### src/rtl/snoop_bus_ctrl_pkg.sv
// Shared types for the snooping bus controller: transaction codes, bus
// broadcast message layout and the controller state encoding.
package types;

    localparam int NUM_CPUS = 4;
    localparam int XLEN     = 32;
    localparam int SRC_W    = 8;

    typedef enum logic [1:0] {
        BUS_RD   = 2'd0,
        BUS_RDX  = 2'd1,
        BUS_UPGR = 2'd2
    } bus_tx_t;

    typedef struct packed {
        logic             valid;
        logic [SRC_W-1:0] source;
        logic [XLEN-1:0]  addr;
        bus_tx_t          bus_tx;
    } bus_msg_t;

    typedef enum logic [2:0] {
        IDLE  = 3'd0,
        BCAST = 3'd1,
        SNOOP = 3'd2,
        MEM   = 3'd3,
        DONE  = 3'd4
    } snoop_state_t;

    // Reads that no cache satisfied must be filled from memory; upgrades never are.
    function automatic logic needs_mem(input bus_tx_t tx);
        return (tx == BUS_RD) || (tx == BUS_RDX);
    endfunction

endpackage

### src/rtl/snoop_bus_ctrl_arb.sv
// Round-robin arbiter: picks the first requester at or after ptr, wrapping
// around, and returns it both one-hot and as an index.
module rr_arbiter #(
    parameter int N     = 4,
    parameter int IDX_W = (N > 1) ? $clog2(N) : 1
) (
    input  logic [N-1:0]     req,
    input  logic [IDX_W-1:0] ptr,
    output logic [N-1:0]     gnt,
    output logic [IDX_W-1:0] idx,
    output logic             valid
);

    int cand;

    always_comb begin
        gnt   = '0;
        idx   = '0;
        valid = 1'b0;
        cand  = 0;
        for (int i = 0; i < N; i++) begin
            cand = int'(ptr) + i;
            if (cand >= N) begin
                cand = cand - N;
            end
            if (!valid && req[cand[IDX_W-1:0]]) begin
                valid                 = 1'b1;
                gnt[cand[IDX_W-1:0]]  = 1'b1;
                idx                   = cand[IDX_W-1:0];
            end
        end
    end

endmodule

### src/rtl/snoop_bus_ctrl.sv
// Snooping bus controller: grants one agent, broadcasts its transaction, collects
// snoop responses from every other agent and goes to memory only when needed.
module snoop_bus_ctrl
    import types::*;
#(
    parameter int NUM_AGENTS    = NUM_CPUS,
    parameter int ADDR_W        = XLEN,
    parameter int SNOOP_TIMEOUT = 16
) (
    input  logic                  clk,
    input  logic                  rst,
    input  logic [NUM_AGENTS-1:0] req,
    input  logic [ADDR_W-1:0]     req_addr [NUM_AGENTS],
    input  bus_tx_t               req_tx   [NUM_AGENTS],
    output logic [NUM_AGENTS-1:0] gnt,
    output bus_msg_t              bus_msg,
    input  logic [NUM_AGENTS-1:0] snoop_ack,
    input  logic [NUM_AGENTS-1:0] snoop_shared,
    input  logic [NUM_AGENTS-1:0] snoop_dirty,
    output logic                  mem_req,
    input  logic                  mem_ack,
    output logic [NUM_AGENTS-1:0] done,
    output logic                  done_shared,
    output logic                  done_dirty,
    output logic                  done_err,
    output snoop_state_t          fsm_state
);

    // Handshake: req is a level held by the agent; gnt rises the cycle after the
    // win and stays up through DONE; done pulses once, and gnt drops in the
    // following cycle. Dropping req after the grant does not abort the transaction.

    localparam int         IDX_W       = (NUM_AGENTS > 1) ? $clog2(NUM_AGENTS) : 1;
    localparam logic [7:0] TIMEOUT_CNT = 8'(SNOOP_TIMEOUT);

    snoop_state_t          state, state_next;
    logic [NUM_AGENTS-1:0] src_mask;
    logic [IDX_W-1:0]      src_idx;
    logic [IDX_W-1:0]      rr_ptr;
    logic [IDX_W-1:0]      ptr_next;
    logic [ADDR_W-1:0]     lat_addr;
    bus_tx_t               lat_tx;
    logic [NUM_AGENTS-1:0] acked;
    logic                  shared_acc;
    logic                  dirty_acc;
    logic                  err_q;
    logic [7:0]            cnt;

    logic [NUM_AGENTS-1:0] arb_gnt;
    logic [IDX_W-1:0]      arb_idx;
    logic                  arb_valid;

    logic [NUM_AGENTS-1:0] new_ack;
    logic [NUM_AGENTS-1:0] acked_next;
    logic                  shared_next;
    logic                  dirty_next;
    logic                  all_acked;
    logic                  timeout;
    logic [7:0]            cnt_inc;

    rr_arbiter #(
        .N     (NUM_AGENTS),
        .IDX_W (IDX_W)
    ) u_arb (
        .req   (req),
        .ptr   (rr_ptr),
        .gnt   (arb_gnt),
        .idx   (arb_idx),
        .valid (arb_valid)
    );

    // This cycle's acks are folded in before deciding, so an ack landing on the
    // timeout cycle still completes the snoop.
    always_comb begin
        new_ack     = snoop_ack & ~src_mask & ~acked;
        acked_next  = acked | new_ack;
        shared_next = shared_acc | (|(new_ack & snoop_shared));
        dirty_next  = dirty_acc | (|(new_ack & snoop_dirty));
        all_acked   = &(acked_next | src_mask);
        cnt_inc     = cnt + 8'd1;
        timeout     = (cnt_inc >= TIMEOUT_CNT);
        ptr_next    = (src_idx == IDX_W'(NUM_AGENTS - 1)) ? '0 : src_idx + IDX_W'(1);
    end

    always_ff @(posedge clk or posedge rst) begin
        if (rst) begin
            state <= IDLE;
        end else begin
            state <= state_next;
        end
    end

    always_comb begin
        state_next = state;
        case (state)
            IDLE: begin
                if (arb_valid) begin
                    state_next = BCAST;
                end
            end
            BCAST: state_next = SNOOP;
            SNOOP: begin
                if (all_acked) begin
                    if (dirty_next) begin
                        state_next = DONE;
                    end else if (needs_mem(lat_tx)) begin
                        state_next = MEM;
                    end else begin
                        state_next = DONE;
                    end
                end else if (timeout) begin
                    state_next = DONE;
                end
            end
            MEM: begin
                if (mem_ack) begin
                    state_next = DONE;
                end
            end
            DONE:    state_next = IDLE;
            default: state_next = IDLE;
        endcase
    end

    always_ff @(posedge clk or posedge rst) begin
        if (rst) begin
            src_mask   <= '0;
            src_idx    <= '0;
            rr_ptr     <= '0;
            lat_addr   <= '0;
            lat_tx     <= BUS_RD;
            acked      <= '0;
            shared_acc <= 1'b0;
            dirty_acc  <= 1'b0;
            err_q      <= 1'b0;
            cnt        <= '0;
        end else begin
            case (state)
                IDLE: begin
                    if (arb_valid) begin
                        src_mask   <= arb_gnt;
                        src_idx    <= arb_idx;
                        lat_addr   <= req_addr[arb_idx];
                        lat_tx     <= req_tx[arb_idx];
                        acked      <= '0;
                        shared_acc <= 1'b0;
                        dirty_acc  <= 1'b0;
                        err_q      <= 1'b0;
                    end
                end
                SNOOP: begin
                    acked      <= acked_next;
                    shared_acc <= shared_next;
                    dirty_acc  <= dirty_next;
                    cnt        <= (state_next == SNOOP) ? cnt_inc : 8'd0;
                    if (timeout && !all_acked) begin
                        err_q <= 1'b1;
                    end
                end
                DONE: begin
                    src_mask <= '0;
                    rr_ptr   <= ptr_next;
                end
                default: ;
            endcase
        end
    end

    always_comb begin
        gnt         = src_mask;
        bus_msg     = '0;
        mem_req     = 1'b0;
        done        = '0;
        done_shared = 1'b0;
        done_dirty  = 1'b0;
        done_err    = 1'b0;
        case (state)
            BCAST: begin
                bus_msg.valid  = 1'b1;
                bus_msg.source = SRC_W'(src_idx);
                bus_msg.addr   = XLEN'(lat_addr);
                bus_msg.bus_tx = lat_tx;
            end
            MEM: mem_req = 1'b1;
            DONE: begin
                done        = src_mask;
                done_shared = shared_acc;
                done_dirty  = dirty_acc;
                done_err    = err_q;
            end
            default: ;
        endcase
    end

    assign fsm_state = state;

    a_gnt_onehot0: assert property (@(posedge clk) disable iff (rst) $onehot0(gnt));
    a_msg_in_bcast: assert property (@(posedge clk) disable iff (rst) bus_msg.valid |-> (state == BCAST));
    a_done_onehot0: assert property (@(posedge clk) disable iff (rst) $onehot0(done));

endmodule
### config.mk
export PLATFORM = sky130hd
export DESIGN_NAME = snoop_bus_ctrl
export DESIGN_NICKNAME = d
export VERILOG_FILES = /design/src/rtl/snoop_bus_ctrl_pkg.sv /design/src/rtl/snoop_bus_ctrl_arb.sv /design/src/rtl/snoop_bus_ctrl.sv
export SDC_FILE = /design/constraint.sdc
export NUM_CORES = 1
export LEC_CHECK = 0
export BUFFER_PORTS_ARGS = -buffer_cell sky130_fd_sc_hd__buf_2
export CAP_MARGIN = 15
export CORE_UTILIZATION = 42
export DETAILED_ROUTE_END_ITERATION = 8
export HOLD_SLACK_MARGIN = 0.05
export PLACE_DENSITY = 0.9
export SYNTH_ARGS = -nofsm -noshare
export SYNTH_HDL_FRONTEND = slang
export SYNTH_SLANG_ARGS = --single-unit
### constraint.sdc
create_clock -name clk -period 2.9 [get_ports clk]
set_input_delay 0.58 -clock clk [delete_from_list [all_inputs] [get_ports clk]]
set_output_delay 0.58 -clock clk [all_outputs]
set_load 0.03 [all_outputs]
# After elaboration in Yosys (flattened, before gate mapping)

Cells that the tools add are included.

Output and inout port bits: 58
Register bits after elaboration: 60
Memories: 0
Bits in latches: 0
Bits in read-only memories: 0
Word-level logic and storage cells: 143
Input port bits: 155
RAM bits: 0

Order comparisons: 14
Multiplexer cells: 62
Reductions and logical operators: 24
Multipliers: 0
Shift-type cells: 0
$add $sub $neg: 9
Divide/modulo/power cells: 0
Bitwise operators: 14
Equality and inequality tests: 9

Operators with widths:

| cell                                                       | number |
|---|---|
| binary-select mux 32 bit (select 2 bit)                    | 1 |
| two-way mux 32 bit                                         | 2 |
| two-way mux 43 bit                                         | 1 |
| two-way mux 4 bit                                          | 7 |
| two-way mux 2 bit                                          | 11 |
| OR 4 bit                                                   | 5 |
| two-way mux 1 bit                                          | 18 |
| two-way mux 3 bit                                          | 6 |
| bitwise AND 4 bit                                          | 4 |
| case mux 4 bit (2 select lines)                            | 2 |
| >= comparator 3 bit, second input constant                 | 4 |
| less-than comparator 2 x 3 -> 1 bit, second input constant | 4 |
| case mux 3 bit (4 select lines)                            | 1 |
| equality test 3 x 2 -> 1 bit, second input constant        | 3 |
| adder 8 x 1 -> 8 bit, second input constant                | 1 |
| binary-select mux 1 bit (select 2 bit)                     | 4 |
| demux 1 bit (select 2 bit)                                 | 4 |
| >= comparator 2 x 1 -> 1 bit, second input constant        | 4 |
| >= comparator 8 x 5 -> 1 bit, second input constant        | 1 |
| logical AND 1 bit                                          | 8 |
| two-way mux 8 bit                                          | 1 |
| inverter 4 bit                                             | 2 |
| OR reduction 4 bit                                         | 2 |
| subtractor 2 x 1 -> 2 bit, second input constant           | 4 |
| other kinds (21)                                           | 32 |

# Depth between registers and ports, before layout

Gate-level depths: netlist of run 1.

Depth in word-level cells: 18
Depth in mapped cells: 13
Mapped depth without buffers: 7

# Hierarchy

A second synthesis of run 1 with hierarchy kept.

Cell total of the unflattened synthesis: 418
Area total of the unflattened synthesis: 4101.4 µm²

By module, submodules not included:

| module         | instances | cells an instance | area an instance (µm²) | seq. area each (µm²) |
|---|---|---|---|---|
| snoop_bus_ctrl | 1         | 373               | 3679.8                 | 1501.4 |
| rr_arbiter     | 1         | 45                | 421.7                  | 0.0 |

# Worst setup path before layout of run 1

No wires, ideal clock.

Path type: flip-flop to flip-flop
From: register rr_ptr[0]
To: register lat_addr[20]
Period minus slack after synthesis: 2995 ps
Library setup time: 142 ps
Data arrival time: 2853 ps
Data required time: 2758 ps
Path buffers: 6
Slack: -95 ps
Stages on the path, launching flop included: 14
Cells stage by stage: dfrtp_1 > buf_2 > buf_2 > inv_1 > ha_1 > clkbuf_1 > mux4_2 > nand2b_1 > a32oi_1 > buf_2 > buf_6 > buf_12 > mux2i_1 > o221ai_1

Word-level cells in the longest chain between the ends: 18
Elaborated cells on any way between the ends: 42
Those cells by class: 7 x add/sub; 4 x order compare; 23 x mux; 1 x bitwise; 7 x reduce/logical

RTL lines:

| what                                                          | line                  | text |
|---|---|---|
| start: declaration                                            | snoop_bus_ctrl.sv:39  | `logic [IDX_W-1:0] rr_ptr;` |
| start signal: assignment                                      | snoop_bus_ctrl.sv:162 | `rr_ptr <= ptr_next;` |
| branches (longest 18 deep; another with adder 2 x 1 -> 3 bit) | --                    |  |
| end signal: assignment                                        | snoop_bus_ctrl.sv:143 | `lat_addr <= req_addr[arb_idx];` |
| end: declaration                                              | snoop_bus_ctrl.sv:41  | `logic [ADDR_W-1:0] lat_addr;` |

Several ways; the timed one is not identified. The select of a mux whose other input is x is not followed.
A chain may end at the register's enable or synchronous reset.

# Worst setup path in the final report of run 1

From: register rr_ptr[1]
To: register lat_tx[1]

Word-level cells in the longest chain between the ends: 18
Elaborated cells on any way between the ends: 42
Those cells by class: 7 x add/sub; 4 x order compare; 23 x mux; 1 x bitwise; 7 x reduce/logical

RTL lines:

| what                                                          | line                  | text |
|---|---|---|
| branches (longest 18 deep; another with adder 2 x 1 -> 3 bit) | --                    |  |
| end signal: assignment                                        | snoop_bus_ctrl.sv:144 | `lat_tx <= req_tx[arb_idx];` |
| end: declaration                                              | snoop_bus_ctrl.sv:42  | `bus_tx_t lat_tx;` |

Several ways; the timed one is not identified. The select of a mux whose other input is x is not followed.

==> results of run 1 <==
==> critical path, stage by stage, from the launching register on <==
cell and delay, ns:
dfrtp_1 0.35, inv_1 0.10, ha_1 0.46, mux4_2 0.37
nand2b_1 0.19, a32oi_4 0.26, buf_12 0.19, buf_12 0.24
mux2i_1 0.25, o221ai_1 0.14
==> logic make-up after synthesis <==
family                   count (synthesis)  share of synthesized area
AO/OA/AOI/OAI                           89                     0.1644
adder cells (fa/ha/maj)                 10                    0.02995
buffers and inverters                   47                    0.05960
flip-flops                              60                     0.3594
multiplexers                            76                     0.1920
other                                    1                  0.0008976
AND/OR/NAND/NOR                        156                     0.1938
==> how the worst max path moves through the flow <==
stage                           from                       end  cells past startpoint
2_1_floorplan  rr_ptr[0]$_DFFE_PP0P_  lat_addr[20]$_DFFE_PP0P_                     13
3_3_place_gp                  req[2]  lat_addr[23]$_DFFE_PP0P_                      8
3_5_place_dp   rr_ptr[1]$_DFFE_PP0P_     lat_tx[1]$_DFFE_PP0P_                      9
4_1_cts        rr_ptr[1]$_DFFE_PP0P_     lat_tx[1]$_DFFE_PP0P_                      9
5_1_grt        rr_ptr[1]$_DFFE_PP0P_  lat_addr[29]$_DFFE_PP0P_                      9
6_report       rr_ptr[1]$_DFFE_PP0P_     lat_tx[1]$_DFFE_PP0P_                      9
==> layout make-up <==
class	instances	area, um2
fill	830	4113
timing repair buffer	226	1219
sequential	60	1501
clock inverter	2	10.01
clock buffer	13	158.9
tap	133	166.4
multi-input combinational	337	2476
antenna	1	2.502
inverter	10	37.54
==> routing by layer <==
| layer | share of wire | vias up |
|---|---|---|
| met2 | 0.51 | 217 |
| li1 | - | 2018 |
| met1 | 0.40 | 2028 |
| met5 | 0 | - |
| met4 | 0.020 | 0 |
| met3 | 0.070 | 19 |
==> Yosys cell counts, drive strengths merged, types with 5 or more instances <==
cell | n | area, um2
nor2 | 9 | 33.78
o221ai | 38 | 332.8
ha | 10 | 125.1
nand2 | 63 | 236.5
o21ai | 8 | 40.03
dfrtp | 60 | 1501
or3 | 5 | 31.28
and3 | 5 | 31.28
nor3b | 5 | 37.54
buf | 19 | 143.9
nor3 | 5 | 25.02
mux2i | 70 | 700.7
clkbuf | 18 | 67.56
inv | 10 | 37.54
and2 | 43 | 269.0
a21oi | 12 | 60.06
==> metrics by stage <==
step / utilization / cell area [um2] / std cells / setup WS (ns) / hold slack (ns)
CTS: 0.5751 / 5569 / 781 / 0.2024 / 0.4816
floorplan: - / 4198 / 444 / 0.008404 / 0.4476
detailed placement: 0.5576 / 5400 / 766 / 0.2251 / 0.4645
finish: 0.5753 / 5572 / 782 / 0.2006 / 0.4776
global route: 0.5751 / 5569 / 781 / 0.07146 / 0.4921
global placement: 0.5576 / 5400 / 766 / 0.3494 / 0.4620
==> power by group <==
part | switching, uW | internal (uW) | total [uW]
clock | 321 | 350 | 671
sequential | 263 | 1230 | 1490
combinational | 2330 | 1690 | 4010
==> sequential cells by signal (all words and copies together) (netlist names) <==
signal      cells
acked           4
cnt             8
dirty_acc       1
err_q           1
fsm_state       3
gnt             4
lat_addr       32
lat_tx          2
rr_ptr          2
shared_acc      1
src_idx         2
==> results.cfg, run 1 <==
[run_status]
status = completed

[timing]
finClkSkew_ns = 0.009279
drv_slew = 0
min_period_ns = 2.699
rsz0062_at_grt = no
worst_pin_slew_ns = 0.7781
hold_viol_final = 0
max_freq_ghz = 0.3704
post-route-period-util = 0.9308
timing.setup.tns_ns = 0
setup_viol = 0
slew_headroom = 0.4812

[route]
vias_per_cell = 5.476
drt-total-wl_mm = 12.52
first_iter_violations = 156
vias = 4282
drc = 0
antenna_left = 0
post_drt_wl_per_cell_um = 16.01
drtPass1Iterations = 5

[final_layout]
most-common-layout-cells = buf_2, mux2i_1, nand2_1, dfrtp_1, and2_1
synthToLayoutAreaGrowth_pct = 33.36
final_common_cell = buf_2
nets = 809
drive_above_1_share = 0.3920

[global_route]
grtUsageMet2 = 0.4231
antenna_found_initial = 0
grt_busiest_layer = met2
track_usage = 0.2453
grt_pass1_wl_mm = 19.62
gr-usage-met3 = 0.04486
overflow = 0
met1_usage = 0.2924
grt_max_degree = 61
grt_pass1_vias = 4194

[floorplanning]
die_w_um = 101.7
start_util = 0.4314
core_area_um2 = 9684
dieArea_um2 = 10350
io_pins = 213
die_y_um = 101.7
row_count = 36

[synthesis]
synth.avg_cell_area_um2 = 9.517
async_reset_ff_frac = 1.000
synth_seq_area_share = 0.3594
synthFlopType = dfrtp_1
ys_warn_count = 0
ys_seq_elements = 60
synth_edf_count = 0
synth_cells = 439
syn-cell-area_um2 = 4178
ys_types = 51

[critical_path]
startpoint_type = flip-flop
cp.required_ns = 3.09
path_max_fanout = 33
cp.arrival_ns = 2.89
r2r_slack_ns = 0.20
ff2ff_path_depth = 9
reg2reg_to = lat_tx[1]$_DFFE_PP0P_
path_class = flip-flop to flip-flop
rr_startpoint = rr_ptr[1]$_DFFE_PP0P_
end_kind = flip-flop

[cts]
clkTransAtPathRegs_ns = 0.07
root_buffer = clkbuf_8
cts_setup_buffers = 0
cts.sinks = 60
h-tree-depth = 3
cts_hold_buf = 0
cts_tree = done
clock_path_buffers = 2
clk_latency_ns = 0.33
ctsResizeCount = 0
numCtsBuffers = 9

[power]
ir_drop_mv = 0.4363
powerDensity_nw_per_um2 = 1109
leakagePower_uw = 0.002981
power_uw = 6178

[placed_design]
dp_hpwl_mm = 9.243
portBuffers = 206
place_congestion = 0.8267

[flow_run]
drv_cap = 0

[min_path]
min_path_type = primary input to async pin
No activity file was read; power rests on OpenSTA's default activity.
==> run 2: changes to the inputs <==
--- a/config.mk
+++ b/config.mk
@@ -8,8 +8,11 @@
 export BUFFER_PORTS_ARGS = -buffer_cell sky130_fd_sc_hd__buf_2
 export CAP_MARGIN = 15
-export CORE_UTILIZATION = 42
+export CELL_PAD_IN_SITES_DETAIL_PLACEMENT = 1
+export CELL_PAD_IN_SITES_GLOBAL_PLACEMENT = 1
+export CORE_UTILIZATION = 30
 export DETAILED_ROUTE_END_ITERATION = 8
 export HOLD_SLACK_MARGIN = 0.05
-export PLACE_DENSITY = 0.9
+export PLACE_DENSITY = 0.89
+export SETUP_SLACK_MARGIN = 0.4
 export SYNTH_ARGS = -nofsm -noshare
 export SYNTH_HDL_FRONTEND = slang
==> constraint.sdc (replaced) <==
create_clock -name clk -period 2.9 [get_ports clk]
set_input_delay 0.725 -clock clk [delete_from_list [all_inputs] [get_ports clk]]
set_output_delay 0.725 -clock clk [all_outputs]
set_load 0.03 [all_outputs]
==> run 2 against run 1 <==
Net effect:
- clock power increased by 97%
- wire length increased by 31%
- cell count increased by 8.3%
- clock-buffer cell count unchanged
- clock skew decreased by 0.0034 ns
- combinational power increased by 29%
- first-iteration DRC count increased by 21%
- non-clock buffer count increased by 21
- register-to-register slack improved by 0.21 ns
- cell area increased by 13%
- maximum frequency increased by 8.5%
- core utilization decreased by 10 points
- critical endpoint is now lat_addr[22]$_DFFE_PP0P_
- largest power group unchanged
==> results.cfg, run 2 (synthesis gave the netlist of run 1 again) <==
[critical_path]
cpPeakStageDelay_ns = 0.43
path_class = flip-flop to flip-flop
cp.arrival_ns = 2.68
startpoint_type = flip-flop
cp_common_cell = buf_12
path_max_fanout = 8
slowest_stage = dfrtp_2
end_kind = flip-flop
rr_startpoint = rr_ptr[0]$_DFFE_PP0P_
crit_chain = inv_4 -> ha_4 -> mux4_2 -> nand2b_4 -> a32oi_4 -> buf_12 -> buf_12 -> buf_8 -> mux2i_1 -> o221ai_1
r2r_slack_ns = 0.41
reg2reg_to = lat_addr[22]$_DFFE_PP0P_
cp.required_ns = 3.09
ff2ff_path_depth = 10

[floorplanning]
io_pins = 213
die_w_um = 120.0
dieArea_um2 = 14400
die_y_um = 120.0
start_util = 0.3118
core_area_um2 = 13400
row_count = 42

[timing]
min_period_ns = 2.489
post-route-period-util = 0.8582
fin_hold_ws_ns = 0.4851
timing.setup.tns_ns = 0
rsz0062_at_grt = yes
drv_slew = 0
slew_headroom = 0.5628
finClkSkew_ns = 0.005889
worst_pin_slew_ns = 0.6549
layout_setup_ws_ns = 0.4113
hold_viol_final = 0
max_freq_ghz = 0.4018
setup_viol = 0

[final_layout]
largest_reg_flops = 32
post-route-util = 0.4709
drive_above_1_share = 0.4531
most-common-layout-cells = buf_2, nand2_1, mux2i_1, dfrtp_1, and2_1
synthToLayoutAreaGrowth_pct = 51.03
final_common_cell = buf_2
nets = 831
layout.cells.non_filler = 847
reg.largest.list = lat_addr x32, cnt x8
top_register = lat_addr
n_antenna_cell = 0

[route]
post_drt_wl_per_cell_um = 19.37
drt-total-wl_mm = 16.41
vias_per_cell = 5.374
antenna_left = 0
drtPass1Iterations = 4
vias = 4552
first_iter_violations = 188
drc = 0

[cts]
root_buffer = clkbuf_16
cts.sinks = 60
cts_tree = done
h-tree-depth = 3
clkTransAtPathRegs_ns = 0.05
clock_path_buffers = 2
cts_hold_buf = 0
clk_latency_ns = 0.33
numCtsBuffers = 9

[flow_run]
drv_cap = 0

[power]
p_sw_frac = 0.4335
leakagePower_uw = 0.003231
p_switching_uw = 3487
ir_drop_mv = 0.4303
pwr-share-comb = 0.646
power.internal_uw = 4557
powerDensity_nw_per_um2 = 1275
p_clk_frac = 0.164
seq_power_share = 0.190

[placed_design]
dpl.cell_count = 810
dpl_worst_slack_ns = -0.09006
place_congestion = 0.8523
portBuffers = 206
dp_hpwl_mm = 11.49

[global_route]
grt_pass1_vias = 4970
overflow = 0
antenna_found_initial = 0
track_usage = 0.2277
grt_pass1_wl_mm = 25.39
grt_max_degree = 38

[run_status]
status = completed

[min_path]
min_path_type = primary input to async pin
run 2: how the worst max path moves through the flow:
stage / from / end / slack (ns) / cells after the start
2_1_floorplan: rr_ptr[0]$_DFFE_PP0P_ / lat_addr[14]$_DFFE_PP0P_ / 0.27 / 13
3_3_place_gp: req[3] / lat_addr[26]$_DFFE_PP0P_ / 0.11 / 8
3_5_place_dp: req[3] / lat_addr[23]$_DFFE_PP0P_ / -0.09 / 8
4_1_cts: rr_ptr[0]$_DFFE_PP0P_ / lat_addr[23]$_DFFE_PP0P_ / 0.38 / 10
5_1_grt: rr_ptr[0]$_DFFE_PP0P_ / lat_addr[22]$_DFFE_PP0P_ / 0.31 / 10
6_report: rr_ptr[0]$_DFFE_PP0P_ / lat_addr[22]$_DFFE_PP0P_ / 0.41 / 10
run 2: stage by stage:
stage	area (um2)	total power, uW
after floorplan	4264	4516
after global placement	5523	5522
after detailed placement	5523	5765
after CTS	6163	7791
after global routing	6310	8494
final	6310	8044
run 2: metal layers:
metal / wire length, um / track usage / vias to the layer above / part of all wire
li1: - / - / 2074 / -
met1: 6481 / 0.2654 / 2227 / 0.39
met2: 8572 / 0.4088 / 216 / 0.52
met3: 936 / 0.03945 / 35 / 0.057
met4: 420 / 0.09297 / 0 / 0.026
met5: 0 / 0 / - / 0
run 2: what timing repair did:
item | 4_1_cts | 5_1_grt
setup endpoints to repair | 74 | 54
setup buffers | 16 | 2
pin swaps | 7 | 11
resized for setup | 19 | 30
gates cloned | 3 | 0
run 2: layout make-up:
class                           count  area, um2
Sequential cell                    60       1505
Multi-Input combinational cell    338       2611
Fill cell                        1567       7091
Tap cell                          176      220.2
Inverter                           10      40.04
Clock inverter                      3      90.09
Clock buffer                       13      280.3
Timing Repair Buffer              247       1563
run 2: critical path: cells and delay by family, from the launching register on:
family,cells,cell delay [ns]
AO/OA/AOI/OAI,2,0.33
adder cells (fa/ha/maj),1,0.30
buffers and inverters,4,0.51
flip-flops,1,0.43
multiplexers,2,0.58
AND/OR/NAND/NOR,1,0.17
run 2: power groups by stage:
| stage | registers [uW] | logic, uW | clock network (uW) |
|---|---|---|---|
| floorplan | 1500 | 3010 | 0 |
| global placement | 1500 | 4020 | 0 |
| detailed placement | 1530 | 4230 | 0 |
| CTS | 1520 | 4930 | 1340 |
| global route | 1570 | 5550 | 1370 |
| finish | 1530 | 5190 | 1320 |
==> run 3: changes to the inputs <==
ABC_AREA = 1   (was unset)
CORE_UTILIZATION = 29   (was 30)
==> run 3 against run 2 <==
Net effect:
- sequential power down 5%
- cell count grew 43%
- via count up 23%
- total power grew 10%
- first-iteration DRC count rose by 4.8%
- sequential share of layout area decreased by 1.7 points
- setup slack improved by 0.074 ns
- global-route usage shrank 2.2 points
- worst hold slack got worse by 0.0080 ns
- largest cell class unchanged
==> results.cfg, run 3 <==
[timing]
rsz0062_at_grt = yes
worst_pin_slew_ns = 0.6395
slew_headroom = 0.5731
post-route-period-util = 0.8326
layout_setup_ws_ns = 0.4855
setup_viol = 0
drv_slew = 0
hold_viol_final = 0
finClkSkew_ns = 0.005488
min_period_ns = 2.414
max_freq_ghz = 0.4142
timing.setup.tns_ns = 0

[route]
drt-total-wl_mm = 17.44
vias = 5617
antenna_left = 0
drtPass1Iterations = 4
first_iter_violations = 197
post_drt_wl_per_cell_um = 14.44
vias_per_cell = 4.650
drc = 0

[placed_design]
dpl_worst_slack_ns = 0.1745
place_congestion = 0.8220
dp_hpwl_mm = 13.32
dpl.cell_count = 1186
portBuffers = 206
dpl-instance-area_um2 = 6395

[power]
power.internal_uw = 3919
ir_drop_mv = 0.5354
leakagePower_uw = 0.003876
seq_power_share = 0.164
powerDensity_nw_per_um2 = 1304
pwr-share-comb = 0.727
p_clk_frac = 0.109
p_switching_uw = 4943
p_sw_frac = 0.5578

[critical_path]
path_class = flip-flop to primary output
cpPeakStageDelay_ns = 0.43
cp.arrival_ns = 1.69
cp.required_ns = 2.17
slowest_stage = dfrtp_2
startpoint_type = flip-flop
end_kind = primary output
crit_chain = nor3_4 -> clkinv_2 -> buf_8 -> nor2_4 -> buf_2
path_max_fanout = 20

[final_layout]
most-common-layout-cells = nand2_1, buf_2, inv_1, nand3_1, dfrtp_1
final_common_cell = nand2_1
synthToLayoutAreaGrowth_pct = 36.79
largest_reg_flops = 32
post-route-util = 0.4084
top_register = lat_addr
layout.cells.non_filler = 1208
fin_area_um2 = 6797
reg.largest.list = lat_addr x32, cnt x8
drive_above_1_share = 0.3050
nets = 1147

[global_route]
antenna_found_initial = 1
track_usage = 0.2054
grt_pass1_wl_mm = 28.70
overflow = 0
grt_max_degree = 48
grt_pass1_vias = 5876

[floorplanning]
start_util = 0.2985
row_count = 47
io_pins = 213
core_area_um2 = 16640
die_y_um = 132.9
dieArea_um2 = 17660
die_w_um = 132.9

[synthesis]
synth.avg_cell_area_um2 = 6.354
synth_common_cells = nand2_1, inv_1, nand3_1
synth_top_cell_area_share = 0.3022
yosys-top-cells-area = dfrtp_1, nand2_1, inv_1
ys_warn_count = 0
syn-cell-area_um2 = 4969
synthFlopType = dfrtp_1
synth_area_leader_cell = dfrtp_1
synth_seq_area_share = 0.3022
ys_types = 35
async_reset_ff_frac = 1.000
synth_edf_count = 0
ys_seq_elements = 60
synth_cells = 782
yosysMostFrequentCell = nand2_1

[cts]
h-tree-depth = 3
cts_hold_buf = 0
clk_latency_ns = 0.33
clock_path_buffers = 2
root_buffer = clkbuf_16
cts.sinks = 60
clkTransAtPathRegs_ns = 0.05
numCtsBuffers = 9
cts_tree = done

[min_path]
min_path_type = primary input to async pin

[flow_run]
drv_cap = 0

[run_status]
status = completed
[run 3: path summary, 6_finish.rpt]
path / endpoint / slack [ns] / start / cells after the start
max: bus_msg[15] / 0.49 / fsm_state[1]$_DFF_PP0_ / 5
min: lat_addr[17]$_DFFE_PP0P_ / 0.48 / rst / 2
max reg2reg: acked[2]$_DFFE_PP0P_ / 0.52 / rr_ptr[0]$_DFFE_PP0P_ / 10
min reg2reg: lat_addr[4]$_DFFE_PP0P_ / 0.48 / lat_addr[4]$_DFFE_PP0P_ / 2
max in group asynchronous: fsm_state[1]$_DFF_PP0_ / 1.78 / rst / 3
min in group clk: lat_addr[4]$_DFFE_PP0P_ / 0.48 / lat_addr[4]$_DFFE_PP0P_ / 2
[run 3: cell families (layout without fill, tap and decap cells)]
logic type                 count (synthesis)  after routing  synth area share
buffers and inverters                    197            396            0.1755
AOI/OAI and AO/OA                         39             39           0.04306
DFF                                       60             60            0.3022
other                                      1              7         0.0007548
and+or+nand+nor                          472            473            0.4480
xor gates and xnor gates                   3              3          0.005289
adders and majority gates                 10             10           0.02518
[run 3: through the flow]
step / total power [uW] / hold WS (ns)
final: 8862 / 0.4770
after global routing: 9711 / 0.5129
after CTS: 8811 / 0.4898
after detailed placement: 7664 / 0.4792
after global placement: 7474 / 0.4666
after floorplan: 6260 / 0.4488
[run 3: what timing repair did]
| action | 4_1_cts | 5_1_grt |
|---|---|---|
| setup endpoints to repair | 63 | 75 |
| gates cloned | 1 | 0 |
| setup buffers | 1 | 3 |
| pin swaps | 0 | 3 |
| gates resized for setup | 10 | 20 |
[run 3: cell type report]
class / instances / area, um2
inverters: 156 / 596.8
repair buffers: 224 / 1266
well taps: 220 / 275.3
clock inverters: 2 / 10.01
fillers: 2221 / 9846
multi-input cells: 531 / 2888
flip-flops and latches: 60 / 1504
diodes: 1 / 2.502
clock buffers: 14 / 254.0
[run 3: power groups by stage]
stage / clock network (uW) / logic [uW] / registers, uW
2_1_floorplan: 0 / 4780 / 1470
3_3_place_gp: 0 / 6030 / 1440
3_5_place_dp: 0 / 6200 / 1470
4_1_cts: 998 / 6360 / 1450
5_1_grt: 1030 / 7180 / 1500
6_report: 967 / 6440 / 1450
[run 3: critical path, delay by kind of cell, from the launching register on]
kind | cells | cell delay (ns)
simple gates | 2 | 0.36
buf+inv | 3 | 0.54
flops | 1 | 0.43
[run 3: metal layers]
layer | wire length [um] | vias up | share of wire | GRT usage
met5 | 0 | - | 0 | 0
met4 | 399 | 0 | 0.023 | 0.06897
met3 | 717 | 30 | 0.041 | 0.04061
met2 | 8823 | 147 | 0.51 | 0.3793
met1 | 7498 | 2647 | 0.43 | 0.2338
li1 | - | 2793 | - | -
